**config.mk**
```make
export PLATFORM = sky130hd
export DESIGN_NAME = ddr_cmd_driver
export DESIGN_NICKNAME = d
export VERILOG_FILES = /design/src/rtl/ddr_cmd_driver.sv
export SDC_FILE = /design/constraint.sdc
export NUM_CORES = 1
export LEC_CHECK = 0
export ABC_AREA = 1
export BUFFER_PORTS_ARGS = -buffer_cell sky130_fd_sc_hd__buf_4
export CORE_ASPECT_RATIO = 1.25
export CORE_MARGIN = 1.5
export CORE_UTILIZATION = 45
export CTS_BUF_LIST = sky130_fd_sc_hd__clkbuf_4
export CTS_CLUSTER_SIZE = 12
export DETAILED_ROUTE_END_ITERATION = 6
export PLACE_DENSITY = 0.77
export SYNTH_ARGS = -nofsm -noshare
export SYNTH_HDL_FRONTEND = slang
export SYNTH_SLANG_ARGS = --single-unit
```
**constraint.sdc**
```tcl
create_clock -name CK_t -period 2.1 [get_ports CK_t]
set_clock_uncertainty 0.15 [all_clocks]
set_input_delay 0.315 -clock CK_t [delete_from_list [all_inputs] [get_ports CK_t]]
set_output_delay 0.315 -clock CK_t [all_outputs]
set_load 0.005 [all_outputs]
```
**src/rtl/ddr_cmd_driver.sv**
```systemverilog
// DDR4 single-request command sequencer: ACT / tRCD / CAS,
// then CWL wait and an 8-bit BL8/BC4 write burst with strobes.
module ddr_cmd_driver #(
  parameter int T_RCD = 4,
  parameter int CWL   = 9
) (
  input  logic        CK_t,
  input  logic        reset_n,
  input  logic        req_valid,
  output logic        req_ready,
  input  logic        req_wr,
  input  logic        req_no_act,
  input  logic        req_bl8,
  input  logic [1:0]  req_bg,
  input  logic [1:0]  req_ba,
  input  logic [16:0] req_row,
  input  logic [9:0]  req_col,
  input  logic [63:0] req_data,
  output logic        cs_n,
  output logic        act_n,
  output logic        RAS_n_A16,
  output logic        CAS_n_A15,
  output logic        WE_n_A14,
  output logic        A13,
  output logic        A12_BC_n,
  output logic        A11,
  output logic        A10_AP,
  output logic [1:0]  bg_addr,
  output logic [1:0]  ba_addr,
  output logic [9:0]  A9_A0,
  output logic [7:0]  dq,
  output logic        dq_oe,
  output logic        dqs_t,
  output logic        dqs_c,
  output logic        done
);

  typedef enum logic [2:0] {
    IDLE, ACT, TRCD, CAS, WLAT, BURST
  } state_t;

  localparam logic [4:0] TRCD_LOAD = 5'(T_RCD - 2);
  localparam logic [4:0] CWL_LOAD  = 5'(CWL - 2);

  state_t      state_q, state_d;
  logic [4:0]  cnt_q, cnt_d;
  logic [2:0]  beat_q, beat_d;
  logic        done_q, done_d;
  logic        wr_q, wr_d;
  logic        bl8_q, bl8_d;
  logic [1:0]  bg_q, bg_d;
  logic [1:0]  ba_q, ba_d;
  logic [16:0] row_q, row_d;
  logic [9:0]  col_q, col_d;
  logic [63:0] data_q, data_d;
  logic        last_beat;

  assign last_beat = bl8_q ? (beat_q == 3'd7)
                           : (beat_q == 3'd3);

  always_ff @(posedge CK_t or negedge reset_n) begin
    if (!reset_n) begin
      state_q <= IDLE;
      cnt_q   <= '0;
      beat_q  <= '0;
      done_q  <= 1'b0;
      wr_q    <= 1'b0;
      bl8_q   <= 1'b0;
      bg_q    <= '0;
      ba_q    <= '0;
      row_q   <= '0;
      col_q   <= '0;
      data_q  <= '0;
    end else begin
      state_q <= state_d;
      cnt_q   <= cnt_d;
      beat_q  <= beat_d;
      done_q  <= done_d;
      wr_q    <= wr_d;
      bl8_q   <= bl8_d;
      bg_q    <= bg_d;
      ba_q    <= ba_d;
      row_q   <= row_d;
      col_q   <= col_d;
      data_q  <= data_d;
    end
  end

  always_comb begin
    state_d = state_q;
    cnt_d   = cnt_q;
    beat_d  = beat_q;
    done_d  = 1'b0;
    wr_d    = wr_q;
    bl8_d   = bl8_q;
    bg_d    = bg_q;
    ba_d    = ba_q;
    row_d   = row_q;
    col_d   = col_q;
    data_d  = data_q;
    unique case (state_q)
      IDLE: begin
        if (req_valid) begin
          wr_d    = req_wr;
          bl8_d   = req_bl8;
          bg_d    = req_bg;
          ba_d    = req_ba;
          row_d   = req_row;
          col_d   = req_col;
          data_d  = req_data;
          state_d = req_no_act ? CAS : ACT;
        end
      end
      ACT: begin
        cnt_d   = TRCD_LOAD;
        state_d = (T_RCD == 1) ? CAS : TRCD;
      end
      TRCD: begin
        cnt_d = cnt_q - 5'd1;
        if (cnt_q == 5'd0) state_d = CAS;
      end
      CAS: begin
        beat_d = 3'd0;
        cnt_d  = CWL_LOAD;
        if (!wr_q) begin
          done_d  = 1'b1;
          state_d = IDLE;
        end else begin
          state_d = (CWL == 1) ? BURST : WLAT;
        end
      end
      WLAT: begin
        cnt_d = cnt_q - 5'd1;
        if (cnt_q == 5'd0) state_d = BURST;
      end
      BURST: begin
        if (last_beat) begin
          done_d  = 1'b1;
          state_d = IDLE;
        end else begin
          beat_d = beat_q + 3'd1;
        end
      end
      default: state_d = IDLE;
    endcase
  end

  // Command/data pins decode straight from registered state.
  always_comb begin
    cs_n      = 1'b1;
    act_n     = 1'b1;
    RAS_n_A16 = 1'b1;
    CAS_n_A15 = 1'b1;
    WE_n_A14  = 1'b1;
    A13       = 1'b0;
    A12_BC_n  = 1'b0;
    A11       = 1'b0;
    A10_AP    = 1'b0;
    bg_addr   = 2'd0;
    ba_addr   = 2'd0;
    A9_A0     = 10'd0;
    dq        = 8'd0;
    dq_oe     = 1'b0;
    dqs_t     = 1'b0;
    dqs_c     = 1'b1;
    if (state_q == ACT) begin
      cs_n    = 1'b0;
      act_n   = 1'b0;
      {RAS_n_A16, CAS_n_A15, WE_n_A14, A13,
       A12_BC_n, A11, A10_AP} = row_q[16:10];
      A9_A0   = row_q[9:0];
      bg_addr = bg_q;
      ba_addr = ba_q;
    end
    if (state_q == CAS) begin
      cs_n      = 1'b0;
      RAS_n_A16 = 1'b1;
      CAS_n_A15 = 1'b0;
      WE_n_A14  = ~wr_q;
      A12_BC_n  = bl8_q;
      A9_A0     = col_q;
      bg_addr   = bg_q;
      ba_addr   = ba_q;
    end
    if (state_q == BURST) begin
      dq    = data_q[{beat_q, 3'b000} +: 8];
      dq_oe = 1'b1;
      dqs_t = ~beat_q[0];
      dqs_c = beat_q[0];
    end
  end

  assign req_ready = (state_q == IDLE);
  assign done      = done_q;

endmodule

```
# After elaboration in Yosys (flattened, before gate mapping)
# Cells that the tools add are included.
# totals
regBits	109
input_bits	101
out_inout_bits	36
# classes
n_shift	1
bitwise	2
n_eq_ne	12
reduce_logical	8
mux	37
add_sub_neg	2
# op_table
operator	n
variable part select 64 x 7 -> 8 bit	1
2-to-1 mux 10 bit	2
2-to-1 mux 1 bit	19
2-to-1 mux 3 bit	6
case mux 3 bit (6 select lines)	1
case mux 5 bit (3 select lines)	1
2-to-1 mux 2 bit	5
inequality test 2 bit (second input constant)	5
equality test 3 x 2 -> 1 bit (second input constant)	3
equality test 3 bit (second input constant)	3
2-to-1 mux 8 bit	1
case mux 3 bit (2 select lines)	1
logical NOT 5 bit	1
subtractor 5 x 1 -> 5 bit (second input constant)	1
AND reduction 2 bit	2
AND reduction 4 bit	1
adder 3 x 1 -> 3 bit (second input constant)	1
equality test 3 x 1 -> 1 bit (second input constant)	1
logical NOT 3 bit	1
nonzero test 3 bit	1
NOT 1 bit	2
case mux 1 bit (2 select lines)	1
nonzero test 2 bit	1
OR reduction 2 bit	1

# Logic depth before layout (Yosys ltp)
# Gate-level depths: netlist (run 1).
# depth
word_depth	4
mapped_depth	8
ltp_nobuf	7

# Worst setup path after synthesis (run 1)
# Ideal clock, no wire load.
# synth_timing
path_type	reg-to-output
from	register beat_q[0]
to	output port dq[5]
required_time_ns	1.635
arrival_ns	1.163
slack_ns	0.472
n_path_buf	2
stages_incl_launch_ff	8
cell_sequence	dfrtp_1 > buf_2 > inv_1 > clkbuf_1 > o21ai_0 > nand3_1 > nand2_1 > nor2_1
# synth_between
elab_chain_len	2
# synth_lines
item	line	source
start: declaration	47	logic [2:0] beat_q, beat_d;
start signal: assignment	77	beat_q <= beat_d;
variable part select 64 x 7 -> 8 bit	186	dq = data_q[{beat_q, 3'b000} +: 8];
2-to-1 mux 8 bit	185	if (state_q == BURST) begin
end: declaration	31	output logic [7:0] dq,
# No other way between the ends.

# Worst setup path in the final report (run 1)
# layout_timing
from	register beat_q[1]
to	output port dq[5]
# The elaborated chain is that of the path after synthesis.

==> out/metrics.yaml, run 1 <==
status:
  status: "finished with violations"
  violations: "negative setup slack"
synth:
  ys_ff_latch: 109
  synth_edf_count: 0
  avgSynthCellArea_sq_um: 7.73
  synth.distinct_cells: 26
  syn-cell-area_sq_um: 5340
  synthMuxAreaShare_pct: 0
  synth_top_family_by_area: "simple AND/OR/NAND/NOR gates"
  synth_compound_area_share_pct: 6.63
  yosys.area_share.adder_pct: 0.703
  yosys_most_used_dff: "dfrtp_1"
  synth_cells: 691
  synthXorXnorAreaFrac_pct: 0
  yosysSeqAreaShare_pct: 51.1
  synth-simple-area-share_pct: 35.0
  yosys_warnings: 0
  postSynth.asyncResetShare_pct: 100
  synth_nets: 795
floorplanning:
  dieArea_sq_um: 12500
  start_util_pct: 46.0
  rows: 44
  core_area_sq_um: 11600
  io_pins: 137
  die_w_microns: 100
  die-height_microns: 125
cts:
  numCtsBuffers: 9
  cts_buffer_depth: 2
  h-tree-depth: 3
  clkTransAtPathRegs_ns: 0.16
  clock_sinks: 109
  cts_tree: "built"
  root_buffer: "clkbuf_4"
  clk-insertion-delay-late_ns: 0.46
cells_and_area:
  fillers: 863
  layout-drive-gt1-share_pct: 26.7
  seq_area_sq_um: 2730
  area_delta_synth_final_pct: 53.5
  layout.cells.non_filler: 1103
  final_cell_area_sq_um: 8200
  final_nets: 1040
  multi_input_area_sq_um: 2430
grt:
  antenna_found_initial: 1
  grt_use_total_pct: 25.9
  grt_max_degree: 65
  grt_pass1_wl_microns: 25700
  grt_pass1_vias: 5466
  globalRouteOverflowTotal: 0
worst_setup_path:
  endpoint_kind: "primary output"
  critical_path.max_fanout: 8
  worstSetupStartpointType: "flip-flop"
  crit_arrival_ns: 1.85
  worstSetupPathType: "reg -> out"
  crit_required_ns: 1.63
  ff2ff_setup_slack_ns: 0.11
sta:
  fin_crit_ns: 2.31
  tightest_slew_ns: 0.641
  hold_viol: 0
  tns_ns: -2.64
  relSlewSlack_pct: 57.2
  finalSetupViolCount: 20
  finalCritPeriodShare_pct: 110
  rsz0062_at_grt: "true"
  slew_viol_final: 0
  setup_ws_ns: -0.214
  clock.fmax_ghz: 0.432
  hold_ws_ns: 0.0578
detailed_routing:
  vias_per_cell: 5.11
  wirelength_microns: 16800
  wl_per_cell_microns: 15.3
  first_pass_iters: 5
  drc: 0
  ant_nets: 0
  drtIter0Drc: 329
  vias: 5637
place:
  place_hpwl_microns: 9660
  placed_cells: 958
  pre_cts_slack_ns: 0.230
  gp_congestion: 0.867
  place_area_sq_um: 6520
  numPortBuffers: 136
min_path:
  hold_class: "in -> async"
power:
  cellLeakagePower_nw: 4.16
  ir_drop_mv: 0.573
  power_density_nw_per_um2: 1130
run:
  cap_violations: 0
[what timing repair did]
action	in CTS	in global routing
cloned	1	4
pin swaps	5	31
buffers inserted	13	12
endpoints found under the setup margin	25	28
resized for setup	33	52
hold buffers	98	0
hold endpoints to repair	206	0
[report_power, final]
| group | switching [W] | total, W | internal [W] | leakage (nW) |
|---|---|---|---|---|
| logic | 0.00253 | 0.00462 | 0.00209 | 2.74 |
| clock network | 0.000674 | 0.00106 | 0.000384 | 0.0743 |
| registers | 0.000580 | 0.00362 | 0.00304 | 1.35 |
[sequential cells by signal (all words and copies together), names as in the netlist, 2 cells and up]
name     cells
beat_q       3
row_q       17
ba_q         2
data_q      64
bg_q         2
col_q       10
cnt_q        5
state_q      3
[metal layers]
| metal | share of wire, % | GRT usage [%] | vias up |
|---|---|---|---|
| met3 | 4.4 | 4.43 | 49 |
| li1 | - | - | 2712 |
| met4 | 3.6 | 9.78 | 0 |
| met5 | 0 | 0 | - |
| met1 | 41 | 33.9 | 2666 |
| met2 | 51 | 42.7 | 210 |
[area by class of cell]
type                            instances  area share, %
Inverter                               24           1.34
Tap cell                              161           2.46
Clock inverter                          5          0.626
Timing Repair Buffer                  280           31.5
Antenna cell                            1         0.0305
Clock buffer                           11           1.01
Sequential cell                       109           33.3
Timing Repair inverter                  1         0.0763
Multi-Input combinational cell        511           29.7
[critical path, stage by stage, from the launching register on]
cell and delay (ns):
dfrtp_1 0.46, clkinvlp_4 0.17, clkbuf_16 0.20, nor2_4 0.07, o21ai_1 0.06, nand3_1 0.08
nand2_1 0.09, nor2_2 0.13, buf_4 0.12
[logic make-up (layout without fill, tap and decap cells)]
| kind of cell | Yosys count | after routing |
|---|---|---|
| AO/OA/AOI/OAI | 62 | 62 |
| adder cells (fa/ha/maj) | 3 | 3 |
| buffers and inverters | 71 | 321 |
| flip-flops | 109 | 109 |
| other | 0 | 1 |
| AND/OR/NAND/NOR | 446 | 446 |
[final timing paths]
check	cells after the start	startpoint	end
worst max-delay path	8	beat_q[1]	dq[5]
worst min-delay path	2	reset_n	wr_q
worst max register to register	7	state_q[1]	state_q[0]
worst min register to register	2	data_q[47]	data_q[47]
max in group asynchronous	3	reset_n	data_q[28]
min in group CK_t	3	req_valid	col_q[2]
[cells in the mapped netlist (2+ instances only)]
master    count  area share (%)
dfrtp_1     109              51
nand2_1     220              15
buf_1         2            0.14
buf_2        16             1.5
o21ai_1       2            0.19
clkbuf_2      2            0.19
buf_6         2            0.42
nand2_4       2            0.42
ha_1          3            0.70
nand3_1     112              10
inv_1        19             1.3
inv_2         5            0.35
nand2_2       3            0.35
clkbuf_1     12            0.84
buf_4        13             1.8
a21oi_1      10            0.94
nor2_2        2            0.23
nand4_1       5            0.59
o21a_1        2            0.28
a22o_1       10             1.6
nor2_1       99             7.0
o21ai_0      37             3.5
[through the flow]
step / utilization (%) / power, W
CTS: 67.7 / 0.00864
detailed placement: 56.1 / 0.00714
finish: 70.6 / 0.00929
global route: 70.6 / 0.00996
global placement: 56.1 / 0.00702
floorplan: - / 0.00587
[cell usage in the layout, fill, tap and decap left out, drive strengths merged]
cell type and instances:
buf 178, clkbuf 15, or2 1, nand3 112, o22ai 1, ha 3, o21a 2, o21ai 39
nor3 1, inv 23, nor2 102, bufinv 1, a21oi 10, clkinv 3, clkinvlp 3, nand4 5
nand2 225, dlygate4sd3 98, diode 1, a22o 10, dfrtp 109
No activity file was read; power rests on OpenSTA's default activity.
==> run 2, diff against run 1 <==
--- a/config.mk
+++ b/config.mk
@@ -14,6 +14,7 @@
 export CTS_CLUSTER_SIZE = 12
 export DETAILED_ROUTE_END_ITERATION = 6
 export PLACE_DENSITY = 0.77
+export SETUP_SLACK_MARGIN = 0.3
 export SYNTH_ARGS = -nofsm -noshare
 export SYNTH_HDL_FRONTEND = slang
 export SYNTH_SLANG_ARGS = --single-unit
==> run 2 against run 1 <==
The flow finishes with violations (design-rule violations, negative setup slack). Fmax decreased by 11%. Non-clock buffer count increased by 38. Clock power increased by 6%. Hold slack got worse by 0.041 ns. Combinational power increased by 73%. Flip-flop and latch count unchanged. Largest power group unchanged. Highest routed layer unchanged.
==> out/metrics.yaml, run 2 (synthesis gave the netlist of run 1 again) <==
run:
  cap_violations: 0  # unchanged
worst_setup_path:
  crit_required_ns: 1.63  # about the same
  r2r_end: "state_q[2]"
  slowest_delay_ns: 0.48  # +0.02 ns
  critical_path_buf_inv_count: 2  # -1
  worstSetupStartpointType: "flip-flop"
  crit_arrival_ns: 2.14  # +0.29 ns
  slowest_stage: "dfrtp_1"
  ff2ff_setup_slack_ns: -0.15  # -0.26 ns
  critical_path.max_fanout: 21  # +13
  worstSetupPathType: "reg -> out"
  endpoint_kind: "primary output"
  reg2reg_depth: 9  # +2
  r2r_start: "state_q[2]"
  cp_common_cell: "nor2_1"
  timing.critical_path.cells: "buf_6, nor2_1, nor2_1, o21ai_0, nand3_1, nand2_1, nor2_2, buf_4"
  cp_top_family: "simple AND/OR/NAND/NOR gates"
cts:
  cts_tree: "built"
  numCtsBuffers: 9  # unchanged
  clock_sinks: 109  # unchanged
  clk-insertion-delay-late_ns: 0.50  # +0.04 ns
  root_buffer: "clkbuf_4"
  h-tree-depth: 3  # unchanged
  clkTransAtPathRegs_ns: 0.20  # +0.04 ns
  cts_buffer_depth: 2  # unchanged
sta:
  fin_crit_ns: 2.61  # +0.295 ns
  clock.fmax_ghz: 0.383  # -11%
  finalCritPeriodShare_pct: 124  # +14 points
  finalSetupViolCount: 108  # +440%
  tightest_slew_ns: 0.553  # -0.0879 ns
  hold_viol: 0  # unchanged
  rsz0062_at_grt: "true"
  relSlewSlack_pct: 63.1  # +5.9 points
  slew_viol_final: 0  # unchanged
  setup_ws_ns: -0.508  # -0.295 ns
place:
  placed_cells: 958  # unchanged
  gp_congestion: 0.867  # unchanged
  pre_cts_slack_ns: 0.230  # unchanged
  place_hpwl_microns: 9660  # unchanged
  numPortBuffers: 136  # unchanged
  place_area_sq_um: 6520  # unchanged
floorplanning:
  start_util_pct: 46.0  # unchanged
  dieArea_sq_um: 12500  # unchanged
  die-height_microns: 125  # unchanged
  die_w_microns: 100  # unchanged
  core_area_sq_um: 11600  # unchanged
  io_pins: 137  # unchanged
  rows: 44  # unchanged
status:
  violations: "design-rule violations, negative setup slack"
  status: "finished with violations"
power:
  switching_share_pct: 45.3  # +4.6 points
  p_comb_share_pct: 60.6  # +11 points
  p_sw_w: 0.00597  # +58%
  internal_power_w: 0.00722  # +31%
  power_w: 0.0132  # +42%
  clock_power_share_pct: 8.5  # -2.9 points
  power_density_nw_per_um2: 1320  # +17%
  ir_drop_mv: 0.784  # +37%
  cellLeakagePower_nw: 4.73  # +14%
  p_seq_share_pct: 30.9  # -8.0 points
grt:
  grt_use_total_pct: 32.3  # +6.4 points
  grt_pass1_vias: 6223  # +14%
  globalRouteOverflowTotal: 0  # unchanged
  grt_pass1_wl_microns: 31400  # +22%
  grt_max_degree: 65  # unchanged
  antenna_found_initial: 3  # +2
cells_and_area:
  fillers: 488  # -43%
  final_nets: 1081  # +3.9%
  largest_reg_flops: 64  # unchanged
  layout-drive-gt1-share_pct: 47.7  # +21 points
  final_util_pct: 85.7  # +15 points
  final_common_cell: "buf_4"
  layout.cells.non_filler: 1146  # +3.9%
  final_cell_mix: "buf_4 (147), dfrtp_1 (105), dlygate4sd3_1 (98)"
  final_cell_area_sq_um: 9960  # +21%
  top_register: "data_q"
  top_regs: "data_q x64, row_q x17, col_q x10"
  area_delta_synth_final_pct: 86.4
detailed_routing:
  first_pass_iters: 7  # +2
  wirelength_microns: 26900  # +60%
  vias: 6992  # +24%
  vias_per_cell: 6.10  # +19%
  wl_per_cell_microns: 23.5  # +54%
  drtIter0Drc: 811  # +150%
  ant_nets: 0  # unchanged
  drc: 21  # +21
min_path:
  hold_class: "in -> async"
-- run 2: power groups by stage --
stage               clock (W)  combinational [W]  sequential [W]
finish                0.00112            0.00800         0.00407
global route          0.00118            0.00832         0.00412
CTS                   0.00106            0.00593         0.00372
detailed placement          0            0.00350         0.00363
global placement            0            0.00341         0.00362
floorplan                   0            0.00245         0.00342
-- run 2: through the flow --
stage | TNS [ns] | hold slack [ns]
after floorplan | 0 | -0.131
after detailed placement | 0 | 0.0245
final | -9.45 | 0.0172
after global placement | 0 | 0.0220
after CTS | -2.03 | 0.0444
after global routing | -13.49 | 0.00264
-- run 2: worst max-delay path by stage --
stage	startpoint	end	slack, ns	cells past startpoint
after floorplan	beat_q[0]	dq[5]	0.47	7
after global placement	state_q[1]	A12_BC_n	0.20	5
after detailed placement	state_q[0]	dqs_c	0.23	6
after CTS	beat_q[1]	dq[7]	-0.16	8
after global routing	beat_q[1]	dq[2]	-0.61	8
final	beat_q[0]	dq[2]	-0.51	8
-- run 2: final cells by class --
type	count	area, sq um	area share [%]
tap	161	201	2.02
clock buffer	11	82.6	0.829
clock inverter	5	51.3	0.515
multi-input combinational	514	3370	33.9
inverter	24	113	1.13
sequential	109	2730	27.4
timing repair buffer	318	3390	34.1
timing repair inverter	1	6.26	0.0628
antenna	3	7.51	0.0754
-- run 2: repair_timing --
item | 4_1_cts | 5_1_grt
setup endpoints to repair | 107 | 138
setup buffers | 33 | 14
cloned | 16 | 8
pin swaps | 51 | 77
hold buffers | 98 | 0
gates resized for setup | 217 | 171
endpoints found under the hold margin | 206 | 0
-- run 2: per-layer routing --
metal | part of all wire [%] | GRT usage [%]
met1 | 33 | 40.7
met2 | 48 | 55.1
met3 | 10 | 5.61
met4 | 8.4 | 11.5
met5 | 0 | 0
